## src/rtl/lbp_pkg.sv

```systemverilog
// Shared types and constants for the local branch predictor update queue.
package lbp_pkg;

  localparam int unsigned LBP_VLEN       = 64;
  localparam int unsigned LBP_INDEX_BITS = 7;
  localparam int unsigned LBP_DEPTH      = 8;

  // Pointer width: slot index bits plus one wrap (generation) bit.
  function automatic int unsigned lbp_ptr_width(input int unsigned depth);
    return $clog2(depth) + 1;
  endfunction

  localparam int unsigned LBP_PTR_W = lbp_ptr_width(LBP_DEPTH);

  // One tracked branch between fetch-time prediction and in-order retirement.
  typedef struct packed {
    logic                      valid;
    logic                      resolved;
    logic                      taken;
    logic [LBP_VLEN-1:0]       pc;
    logic [LBP_INDEX_BITS-1:0] index;
  } lbp_uq_entry_t;

  // Predictor metadata carried with each prediction.
  typedef struct packed {
    logic [LBP_INDEX_BITS-1:0] index;
  } lbp_meta_t;

  // Same field layout as the local predictor's update port.
  typedef struct packed {
    logic                valid;
    logic [LBP_VLEN-1:0] pc;
    logic                taken;
    lbp_meta_t           metadata;
  } lbp_update_t;

endpackage

```

## src/rtl/lbp_uq_ptr.sv

```systemverilog
// Head/tail pointer pair with wrap bits for the update queue: increment,
// tail reload on squash, full/empty detection, and a per-slot mask of the
// slots that are younger than a given tag.
module lbp_uq_ptr #(
  parameter int unsigned DEPTH = 8,
  parameter int unsigned PTR_W = 4
) (
  input  logic             clk,
  input  logic             rst_n,
  input  logic             clear,
  input  logic             head_inc,
  input  logic             tail_inc,
  input  logic             tail_load,
  input  logic [PTR_W-1:0] tail_load_val,
  input  logic [PTR_W-1:0] squash_tag,
  output logic [PTR_W-1:0] head,
  output logic [PTR_W-1:0] tail,
  output logic             empty,
  output logic             full,
  output logic [DEPTH-1:0] younger
);

  localparam int unsigned IDX_W = PTR_W - 1;

  logic [PTR_W-1:0] tag_off;

  // Head advances by one per retired entry; flush returns it to zero.
  always_ff @(posedge clk or negedge rst_n) begin
    if (!rst_n) begin
      head <= '0;
    end else if (clear) begin
      head <= '0;
    end else if (head_inc) begin
      head <= head + PTR_W'(1);
    end
  end

  // Tail advances on allocation, or snaps back just past a mispredicted branch.
  always_ff @(posedge clk or negedge rst_n) begin
    if (!rst_n) begin
      tail <= '0;
    end else if (clear) begin
      tail <= '0;
    end else if (tail_load) begin
      tail <= tail_load_val;
    end else if (tail_inc) begin
      tail <= tail + PTR_W'(1);
    end
  end

  assign empty   = (head == tail);
  assign full    = (head[IDX_W-1:0] == tail[IDX_W-1:0]) && (head[PTR_W-1] != tail[PTR_W-1]);
  assign tag_off = squash_tag - head;

  // A slot is younger than the tag when its age relative to head exceeds the tag's age.
  always_comb begin
    logic [IDX_W-1:0] slot_off;
    younger  = '0;
    slot_off = '0;
    for (int i = 0; i < int'(DEPTH); i++) begin
      slot_off   = IDX_W'(i) - head[IDX_W-1:0];
      younger[i] = ({1'b0, slot_off} > tag_off);
    end
  end

endmodule

```

## src/rtl/lbp_update_queue.sv

```systemverilog
// In-order tracking queue for local branch predictor updates. Branches are
// allocated at fetch, resolved out of order from execute by tag, and retired
// one per cycle in program order into a registered predictor update.
// Entry and update storage use the package widths, so VLEN and INDEX_BITS
// must stay equal to LBP_VLEN and LBP_INDEX_BITS.
module lbp_update_queue
  import lbp_pkg::*;
#(
  parameter int unsigned VLEN       = LBP_VLEN,
  parameter int unsigned INDEX_BITS = LBP_INDEX_BITS,
  parameter int unsigned DEPTH      = LBP_DEPTH,
  parameter int unsigned PTR_W      = lbp_ptr_width(DEPTH)
) (
  input  logic                  clk_i,
  input  logic                  rst_ni,
  input  logic                  flush_bp_i,
  input  logic                  debug_mode_i,
  input  logic                  push_valid_i,
  input  logic [VLEN-1:0]       push_pc_i,
  input  logic [INDEX_BITS-1:0] push_index_i,
  output logic                  push_ready_o,
  output logic [PTR_W-1:0]      push_tag_o,
  input  logic                  resolve_valid_i,
  input  logic [PTR_W-1:0]      resolve_tag_i,
  input  logic                  resolve_taken_i,
  input  logic                  resolve_mispredict_i,
  output logic                  upd_valid_o,
  output logic [VLEN-1:0]       upd_pc_o,
  output logic                  upd_taken_o,
  output logic [INDEX_BITS-1:0] upd_index_o
);

  localparam int unsigned IDX_W = PTR_W - 1;

  lbp_uq_entry_t    entries [DEPTH];
  logic [DEPTH-1:0] gen;
  lbp_update_t      upd_q;

  logic [PTR_W-1:0] head;
  logic [PTR_W-1:0] tail;
  logic             empty;
  logic             full;
  logic [DEPTH-1:0] younger;

  logic [IDX_W-1:0] head_idx;
  logic [IDX_W-1:0] tail_idx;
  logic [IDX_W-1:0] res_idx;

  logic push_fire;
  logic res_hit;
  logic res_apply;
  logic squash;
  logic pop;

  assign head_idx = head[IDX_W-1:0];
  assign tail_idx = tail[IDX_W-1:0];
  assign res_idx  = resolve_tag_i[IDX_W-1:0];

  // Allocation is held off while full, flushing or squashing so the tail has one writer per cycle.
  assign push_ready_o = !full && !flush_bp_i && !(resolve_valid_i && resolve_mispredict_i);
  assign push_tag_o   = tail;
  assign push_fire    = push_valid_i && push_ready_o;

  // A resolve only lands on a live entry of the same pointer generation.
  assign res_hit   = resolve_valid_i && !flush_bp_i && entries[res_idx].valid
                     && (gen[res_idx] == resolve_tag_i[PTR_W-1]);
  assign res_apply = res_hit && !entries[res_idx].resolved;
  assign squash    = res_hit && resolve_mispredict_i;

  assign pop = !flush_bp_i && !empty && entries[head_idx].valid && entries[head_idx].resolved;

  lbp_uq_ptr #(
    .DEPTH (DEPTH),
    .PTR_W (PTR_W)
  ) u_ptr (
    .clk           (clk_i),
    .rst_n         (rst_ni),
    .clear         (flush_bp_i),
    .head_inc      (pop),
    .tail_inc      (push_fire),
    .tail_load     (squash),
    .tail_load_val (resolve_tag_i + PTR_W'(1)),
    .squash_tag    (resolve_tag_i),
    .head          (head),
    .tail          (tail),
    .empty         (empty),
    .full          (full),
    .younger       (younger)
  );

  // Entry state: allocate at tail, mark resolved by tag, retire at head, kill younger on squash.
  always_ff @(posedge clk_i or negedge rst_ni) begin
    if (!rst_ni) begin
      for (int i = 0; i < int'(DEPTH); i++) begin
        entries[i] <= '0;
      end
      gen <= '0;
    end else if (flush_bp_i) begin
      for (int i = 0; i < int'(DEPTH); i++) begin
        entries[i].valid    <= 1'b0;
        entries[i].resolved <= 1'b0;
      end
    end else begin
      if (pop) begin
        entries[head_idx].valid    <= 1'b0;
        entries[head_idx].resolved <= 1'b0;
      end
      if (push_fire) begin
        entries[tail_idx].valid    <= 1'b1;
        entries[tail_idx].resolved <= 1'b0;
        entries[tail_idx].taken    <= 1'b0;
        entries[tail_idx].pc       <= push_pc_i;
        entries[tail_idx].index    <= push_index_i;
        gen[tail_idx]              <= tail[PTR_W-1];
      end
      if (res_apply) begin
        entries[res_idx].resolved <= 1'b1;
        entries[res_idx].taken    <= resolve_taken_i;
      end
      if (squash) begin
        for (int i = 0; i < int'(DEPTH); i++) begin
          if (younger[i]) begin
            entries[i].valid    <= 1'b0;
            entries[i].resolved <= 1'b0;
          end
        end
      end
    end
  end

  // Registered predictor update: pulses for each retired entry unless in debug mode.
  always_ff @(posedge clk_i or negedge rst_ni) begin
    if (!rst_ni) begin
      upd_q <= '0;
    end else if (pop) begin
      upd_q.valid          <= !debug_mode_i;
      upd_q.pc             <= entries[head_idx].pc;
      upd_q.taken          <= entries[head_idx].taken;
      upd_q.metadata.index <= entries[head_idx].index;
    end else begin
      upd_q.valid <= 1'b0;
    end
  end

  assign upd_valid_o = upd_q.valid;
  assign upd_pc_o    = upd_q.pc;
  assign upd_taken_o = upd_q.taken;
  assign upd_index_o = upd_q.metadata.index;

endmodule

```

## config.mk

```make
export PLATFORM = sky130hd
export DESIGN_NAME = lbp_update_queue
export DESIGN_NICKNAME = d
export VERILOG_FILES = /design/src/rtl/lbp_pkg.sv /design/src/rtl/lbp_uq_ptr.sv /design/src/rtl/lbp_update_queue.sv
export SDC_FILE = /design/constraint.sdc
export NUM_CORES = 1
export LEC_CHECK = 0
export BUFFER_PORTS_ARGS = -buffer_cell sky130_fd_sc_hd__buf_2
export CORE_AREA = 2 2 336 271
export CTS_CLUSTER_DIAMETER = 80
export DETAILED_ROUTE_END_ITERATION = 12
export DIE_AREA = 0 0 338 273
export HOLD_SLACK_MARGIN = 0.08
export PLACE_DENSITY = 0.57
export RECOVER_POWER = 25
export SLEW_MARGIN = 20
export SYNTH_ARGS = -nofsm -noshare
export SYNTH_HDL_FRONTEND = slang
export SYNTH_SLANG_ARGS = --single-unit
```

## constraint.sdc

```tcl
create_clock -name clk_i -period 3.5 [get_ports clk_i]
set_input_delay 0.7 -clock clk_i [delete_from_list [all_inputs] [get_ports clk_i]]
set_output_delay 0.7 -clock clk_i [all_outputs]
set_load 0.02 [all_outputs]
```

After elaboration in Yosys (flattened, before gate mapping)
Cells that the tools add are included.
{"block": "classes", "addsub": 12, "n_lt_le_gt_ge": 17, "n_eq_ne": 4, "n_mux": 73, "bitwise": 4, "reduce_logical": 26}
{"operator": "592-bit bitwise mux", "n": 9}
{"operator": "592-bit two-way mux", "n": 5}
{"operator": "74-bit demux with 3-bit select", "n": 9}
{"operator": "74-bit binary-select mux with 3-bit select", "n": 2}
{"operator": "74-bit two-way mux", "n": 6}
{"operator": "73-bit two-way mux", "n": 3}
{"operator": "72-bit two-way mux", "n": 2}
{"operator": "71-bit two-way mux", "n": 1}
{"operator": "2-bit two-way mux", "n": 24}
{"operator": "3-bit by 4-bit > comparator with 1-bit output", "n": 8}
{"operator": "4-bit two-way mux", "n": 5}
{"operator": "1-bit logical AND", "n": 17}
{"operator": "4-bit by 1-bit adder with 4-bit output, second input constant", "n": 3}
{"operator": "4-bit >= comparator, second input constant", "n": 3}
{"operator": "4-bit by 1-bit less-than comparator with 1-bit output, second input constant", "n": 3}
{"operator": "3-bit inverter with 4-bit output", "n": 3}
{"operator": "3-bit subtractor, first input constant", "n": 4}
{"operator": "8-bit bitwise mux", "n": 1}
{"operator": "3-bit by 4-bit less-than comparator with 1-bit output, second input constant", "n": 2}
{"operator": "7-bit two-way mux", "n": 1}
{"operator": "1-bit logical NOT", "n": 6}
{"operator": "1-bit by 3-bit subtractor with 3-bit output, first input constant", "n": 2}
{"operator": "2-bit by 3-bit subtractor with 3-bit output, first input constant", "n": 2}
{"operator": "4-bit == test", "n": 1}
{"operator": "other kinds (12)", "n": 14}
{"block": "totals", "reg_bits": 681, "input_bits": 83}

Longest topological paths before layout
{"block": "logic_depth", "depth_word": 22, "mapped_depth": 12}

Hierarchy
A second synthesis with hierarchy kept.
{"block": "unflattened", "cells_unflattened": 2088, "area_unflattened_um2": 29727.3}
{"module": "lbp_update_queue", "n_inst": 1, "cells_each": 1980, "area_each_um2": 28746.3, "seq_area_each_um2": 16841.2}
{"module": "lbp_uq_ptr", "n_inst": 1, "cells_each": 108, "area_each_um2": 980.9, "seq_area_each_um2": 200.2}

Least setup slack after synthesis
OpenSTA, ideal clock, no wires.
{"block": "synth_timing", "kind": "register to register", "from": "register u_ptr.head[2]", "to": "register entries[72] (netlist name)", "arrival_ns": 3.034, "required_ns": 3.372, "path_slack_ns": 0.338, "stages_incl_launch_ff": 12, "n_path_buf": 3, "synth_period_minus_slack_ns": 3.162, "cell_sequence": "dfrtp_1 -> buf_2 -> inv_1 -> clkbuf_1 -> clkbuf_1 -> ha_1 -> xnor2_1 -> ha_1 -> and3_1 -> nor4_1 -> a21oi_1 -> a21boi_0"}
{"block": "synth_via", "elab_chain_cells": 21, "elab_cells_between_ends": 41, "cone_classes": "add/sub (2); order compare (3); eq/ne (2); mux (23); bitwise (1); reduce/logical (10)"}
{"element": "from (decl)", "line": "lbp_uq_ptr.sv:16", "rtl": "output logic [PTR_W-1:0] head,"}
{"element": "from (signal assigned)", "line": "lbp_uq_ptr.sv:34", "rtl": "head <= head + PTR_W'(1);"}
{"element": "3-bit inverter with 4-bit output (not written as such)", "line": "lbp_update_queue.sv:70, lbp_update_queue.sv:105, lbp_update_queue.sv:106"}
{"element": "4-bit >= comparator (not written as such) (tied with other cells)", "line": "lbp_update_queue.sv:106", "rtl": "entries[head_idx].resolved <= 1'b0;"}
{"element": "1-bit logical AND (not written as such) / 74-bit two-way mux (equally long branches)"}
{"element": "73-bit two-way mux (not written as such) / 74-bit two-way mux (equally long branches)"}
{"element": "74-bit demux with 3-bit select / 1-bit logical AND (equally long branches)", "line": "lbp_update_queue.sv:106, lbp_update_queue.sv:70"}
{"element": "592-bit bitwise mux / 1-bit logical AND (equally long branches)", "line": "lbp_update_queue.sv:106, lbp_update_queue.sv:70"}
{"element": "592-bit two-way mux", "line": "lbp_update_queue.sv:104", "rtl": "if (pop) begin"}
{"element": "592-bit two-way mux", "line": "lbp_update_queue.sv:98", "rtl": "end else if (flush_bp_i) begin"}
{"element": "[5 not listed]"}
{"element": "592-bit two-way mux", "line": "lbp_update_queue.sv:108", "rtl": "if (push_fire) begin"}
{"element": "592-bit two-way mux", "line": "lbp_update_queue.sv:98"}
{"element": "592-bit bitwise mux", "line": "lbp_update_queue.sv:117", "rtl": "entries[res_idx].resolved <= 1'b1;"}
{"element": "592-bit bitwise mux", "line": "lbp_update_queue.sv:118", "rtl": "entries[res_idx].taken <= resolve_taken_i;"}
{"element": "592-bit two-way mux", "line": "lbp_update_queue.sv:116", "rtl": "if (res_apply) begin"}
{"element": "2-bit two-way mux", "line": "lbp_update_queue.sv:122", "rtl": "if (younger[i]) begin"}
{"element": "2-bit two-way mux (*)", "line": "lbp_update_queue.sv:120", "rtl": "if (squash) begin"}
{"element": "2-bit two-way mux (*)", "line": "lbp_update_queue.sv:98"}
{"element": "to (decl)", "line": "lbp_update_queue.sv:35", "rtl": "lbp_uq_entry_t entries [DEPTH];"}
Mark *: on every way between the ends. The rest lies on a longest branch, timed or not. The select of a mux whose other input is x is not followed.
A chain may end at the register's enable or synchronous reset.

Worst setup path in the final report
{"block": "layout_timing", "from": "register u_ptr.tail[1]", "to": "output push_ready_o"}
{"block": "layout_via", "elab_chain_cells": 5}
{"element": "from (decl)", "line": "lbp_uq_ptr.sv:17", "rtl": "output logic [PTR_W-1:0] tail,"}
{"element": "from (signal assigned)", "line": "lbp_uq_ptr.sv:45", "rtl": "tail <= tail_load_val;"}
{"element": "from (signal assigned)", "line": "lbp_uq_ptr.sv:47", "rtl": "tail <= tail + PTR_W'(1);"}
{"element": "3-bit == test", "line": "lbp_uq_ptr.sv:52", "rtl": "assign full = (head[IDX_W-1:0] == tail[IDX_W-1:0]) && (head[PTR_W-1] != tail[PTR_W-1]);"}
{"element": "1-bit logical AND", "line": "lbp_uq_ptr.sv:52"}
{"element": "1-bit logical NOT", "line": "lbp_update_queue.sv:60", "rtl": "assign push_ready_o = !full && !flush_bp_i && !(resolve_valid_i && resolve_mispredict_i);"}
{"element": "1-bit logical AND (2 in series)", "line": "lbp_update_queue.sv:60"}
{"element": "to (decl)", "line": "lbp_update_queue.sv:21", "rtl": "output logic push_ready_o,"}
No other way between the ends.

==> summary.md <==
| Metric | Value |
|---|---|
| Status | `finished with violations` |
| Failing checks | `max-capacitance violations, max-slew violations` |
| Die extent in x | `between 300 and 400 um` |
| Vias in the first global route | `20145` |
| Placed Cells | `3371` |
| Starting density of the core | `34.7%` |
| CP max stage delay | `0.61 ns` |
| CTS Buffer Depth | `3` |
| Post_cts resized | `0` |
| CTS root buf | `clkbuf_16` |
| Syn Std Cell Area | `30900 sq um` |
| Worst path slowest cell | `dfrtp_1` |
| Yosys reg bits | `681` |
| Post-Route WL | `about 80000 um` |
| Worst R2R Start | `u_ptr.head[1]` |
| FFs w/ async S/R, synth | `100%` |
| Post-synth top area share | `55.2%` |
| Fin cells | `3508` |
| Pin count of the biggest net entering global routing | `117` |
| Die span in y | `around 270 um` |
| # nets final | `about 2400` |
| Final Hold Viols | `0` |
| WL/cell | `between 20 and 25 um` |
| Mean Syn Cell Area | `approximately 15 sq um` |
| CP Launch Type | `register` |
| Post-synth top area cell | `dfrtp_1` |
| Post-synthesis sequential area ratio | `55.2%` |
| Mapped Cells | `2090` |
| DIE AREA | `just over 90000 sq um` |
| Top cells by area, synth | `dfrtp_1 (55%), mux2_2 (18%), mux4_2 (11%)` |
| Primary FF master, synth | `dfrtp_1` |
| Core area | `~89000 sq um` |
| Hpwl dp | `47900 um` |
| Worst R2R Setup Slack | `0.47 ns` |
| Worst setup EP type | `output port` |
| CP Capture Point | `push_ready_o` |
| PwrDens | `554 nW/um^2` |
| Fillers | `8136` |
| Number of DRC markers in iteration 0 | `935` |
| Critical Path AT | `between 2 and 2.5 ns` |
| Ports | `~160` |
| Setup tns final | `0 ns` |
| Antenna violations before repair | `12` |
| Synth warn | `0` |
| Commonest cells post-synth | `dfrtp_1 (681), mux2_2 (496), nand2_1 (183)` |
| Crit-path cells | `xor2_1 -> o41ai_4 -> inv_2 -> buf_2` |
| RSZ-0062 raised after global routing | `no` |
| Ratio of cells with drive above 1 in the final layout | `a little under half` |
| GRT Total Usage | `17.7%` |
| DR DRC count | `0` |
| WP depth | `4` |
| R2r worst-path depth | `7` |
| Synth-to-Final Area Change | `16.5%` |
| Worst-skew pair later-pin latency | `0.62 ns` |
| Buffers & Inverters on Critical Path | `2` |
| Clock Skew | `0.0230 ns` |
| Crit path launch | `u_ptr.tail[1]` |
| Final setup viols | `0` |
| Final Cycle Share | `86.9%` |
| Max FO, Critical Path | `10` |
| Slew HR | `-37.2%` |
| Post-synth EDFFs | `0` |
| Netlist cell types | `between 60 and 70` |
| Worst min-delay path class | `in -> reg` |
| Clock-pin slew on the worst setup and hold paths | `roughly 0.060 ns` |
| Iteration count of the initial detailed-routing pass | `5` |
| Via count | `~18000` |
| Worst r2r dst | `entries[295]` |
| Slew Viols, Final | `between 50 and 60` |
| H-tree levels | `3` |
| Fin crit period | `3.04 ns` |
| VDD IR max | `0.300 mV` |
| CP required | `2.80 ns` |
| Worst slew pin tran | `2.06 ns` |
| Final ANT Viol Nets | `0` |
| Setup Crit Path Kind | `reg -> out` |
| Leakage | `16.7 nW` |
| IO buf count | `160` |
| Syn_nets | `approximately 2200` |
| Mean number of vias per cell | `roughly 5.2` |
| Max cap viols | `1` |
| Critical path's top delay family | `flip-flops` |
| Highest Clock Rate | `0.329 GHz` |
| Global-route wire length before repair | `roughly 130000 um` |
| Row count | `98` |
| Clk sinks | `681` |
| Count leader, synth | `dfrtp_1` |
| Routability congestion estimate | `0.868` |
| Num CTS Buffers | `75` |
| Gr ovfl total | `0` |
| CTS tree | `built` |
## timing repair
action	CTS	global route
hold endpoints to repair	38	0
setup buffers	0	0
hold buffers	1	0
## power breakdown
group / switching [W] / total, W / internal, W
Sequential: 0.000481 / 0.00934 / 0.00886
Combinational: 0.000795 / 0.00208 / 0.00128
Clock: 0.00325 / 0.00852 / 0.00527
Total: 0.00453 / 0.0199 / 0.0154
## how the worst min path moves through the flow
stage	start	endpoint	slack, ns	depth (start not counted)
final	debug_mode_i	upd_valid_o	0.35	2
after floorplan	rst_ni	entries[0]	0.40	0
after detailed placement	entries[118]	entries[118]	0.47	1
after global placement	entries[131]	entries[131]	0.46	1
after CTS	debug_mode_i	upd_valid_o	0.30	2
after global routing	debug_mode_i	upd_valid_o	0.32	2
## flip-flops by register name, indices dropped and copies added, names as in the netlist
name,cells
u_ptr.head,4
entries,592
upd_taken_o,1
upd_valid_o,1
u_ptr.tail,4
gen,8
upd_index_o,7
upd_pc_o,64
## cell type report
cell class                      instances  area, sq um  share of cell area [%]
Multi-Input combinational cell       1242        13000                    36.1
Clock inverter                         25          430                    1.20
Inverter                               24         92.6                   0.257
Antenna cell                            4         10.0                  0.0278
Tap cell                             1200         1500                    4.17
Timing Repair Buffer                  225         1630                    4.52
Clock buffer                          107         2270                    6.31
Sequential cell                       681        17100                    47.4
## per-layer routing
metal / routed length, um / vias up / global-route usage (%) / part of all wire (%)
met3: 3560 / 111 / 3.32 / 4.4
li1: - / 8013 / - / -
met1: 36500 / 9878 / 24.4 / 46
met5: 68 / - / 0 / 0.085
met4: 1680 / 12 / 4.58 / 2.1
met2: 38300 / 344 / 28.9 / 48
## placed cells by master, fill, tap and decap left out, types with 4 or more instances in the layout
cell and instances:
a31oi_1 75, a221oi_1 9, mux2_2 496, ha_1 22
clkbuf_16 79, nand2_1 182, a31o_2 4, clkbuf_8 19
buf_12 28, xor2_1 7, mux2i_1 15, clkbuf_2 6
buf_4 29, nor2_1 80, a21o_1 5, nor4_1 7
mux2_4 58, or3_1 6, nand2b_1 5, a21oi_1 17
nand4_1 6, inv_1 21, o41ai_1 5, xnor2_1 8
dfrtp_1 678, mux4_2 145, and3_1 7, o21a_1 6
diode_2 4, clkinv_2 7, nand3_1 4, clkbuf_1 10
o21ai_0 5, nand4b_1 4, buf_2 159, bufinv_16 10
mux2_1 21
## logic make-up after synthesis
kind of cell | after synthesis | synth area share [%]
xor+xnor | 16 | 0.478
flops | 681 | 55.2
fa+ha+maj | 24 | 1.02
mux | 735 | 32.7
buf+inv | 167 | 2.82
compound gates | 144 | 3.24
simple gates | 323 | 4.54
## stage by stage
| stage | hold WS [ns] | area [sq um] | utilization [%] | setup slack, ns | power, W |
|---|---|---|---|---|---|
| 2_1_floorplan | 0.404 | 30900 | - | 0.338 | 0.0108 |
| 3_3_place_gp | 0.461 | 33300 | 37.5 | 0.300 | 0.0114 |
| 3_5_place_dp | 0.470 | 33300 | 37.5 | 0.281 | 0.0116 |
| 4_1_cts | 0.303 | 36000 | 40.5 | 0.470 | 0.0202 |
| 5_1_grt | 0.316 | 36000 | 40.5 | 0.151 | 0.0208 |
| 6_report | 0.352 | 36000 | 40.5 | 0.460 | 0.0199 |
(Power assumes the default switching activity.)
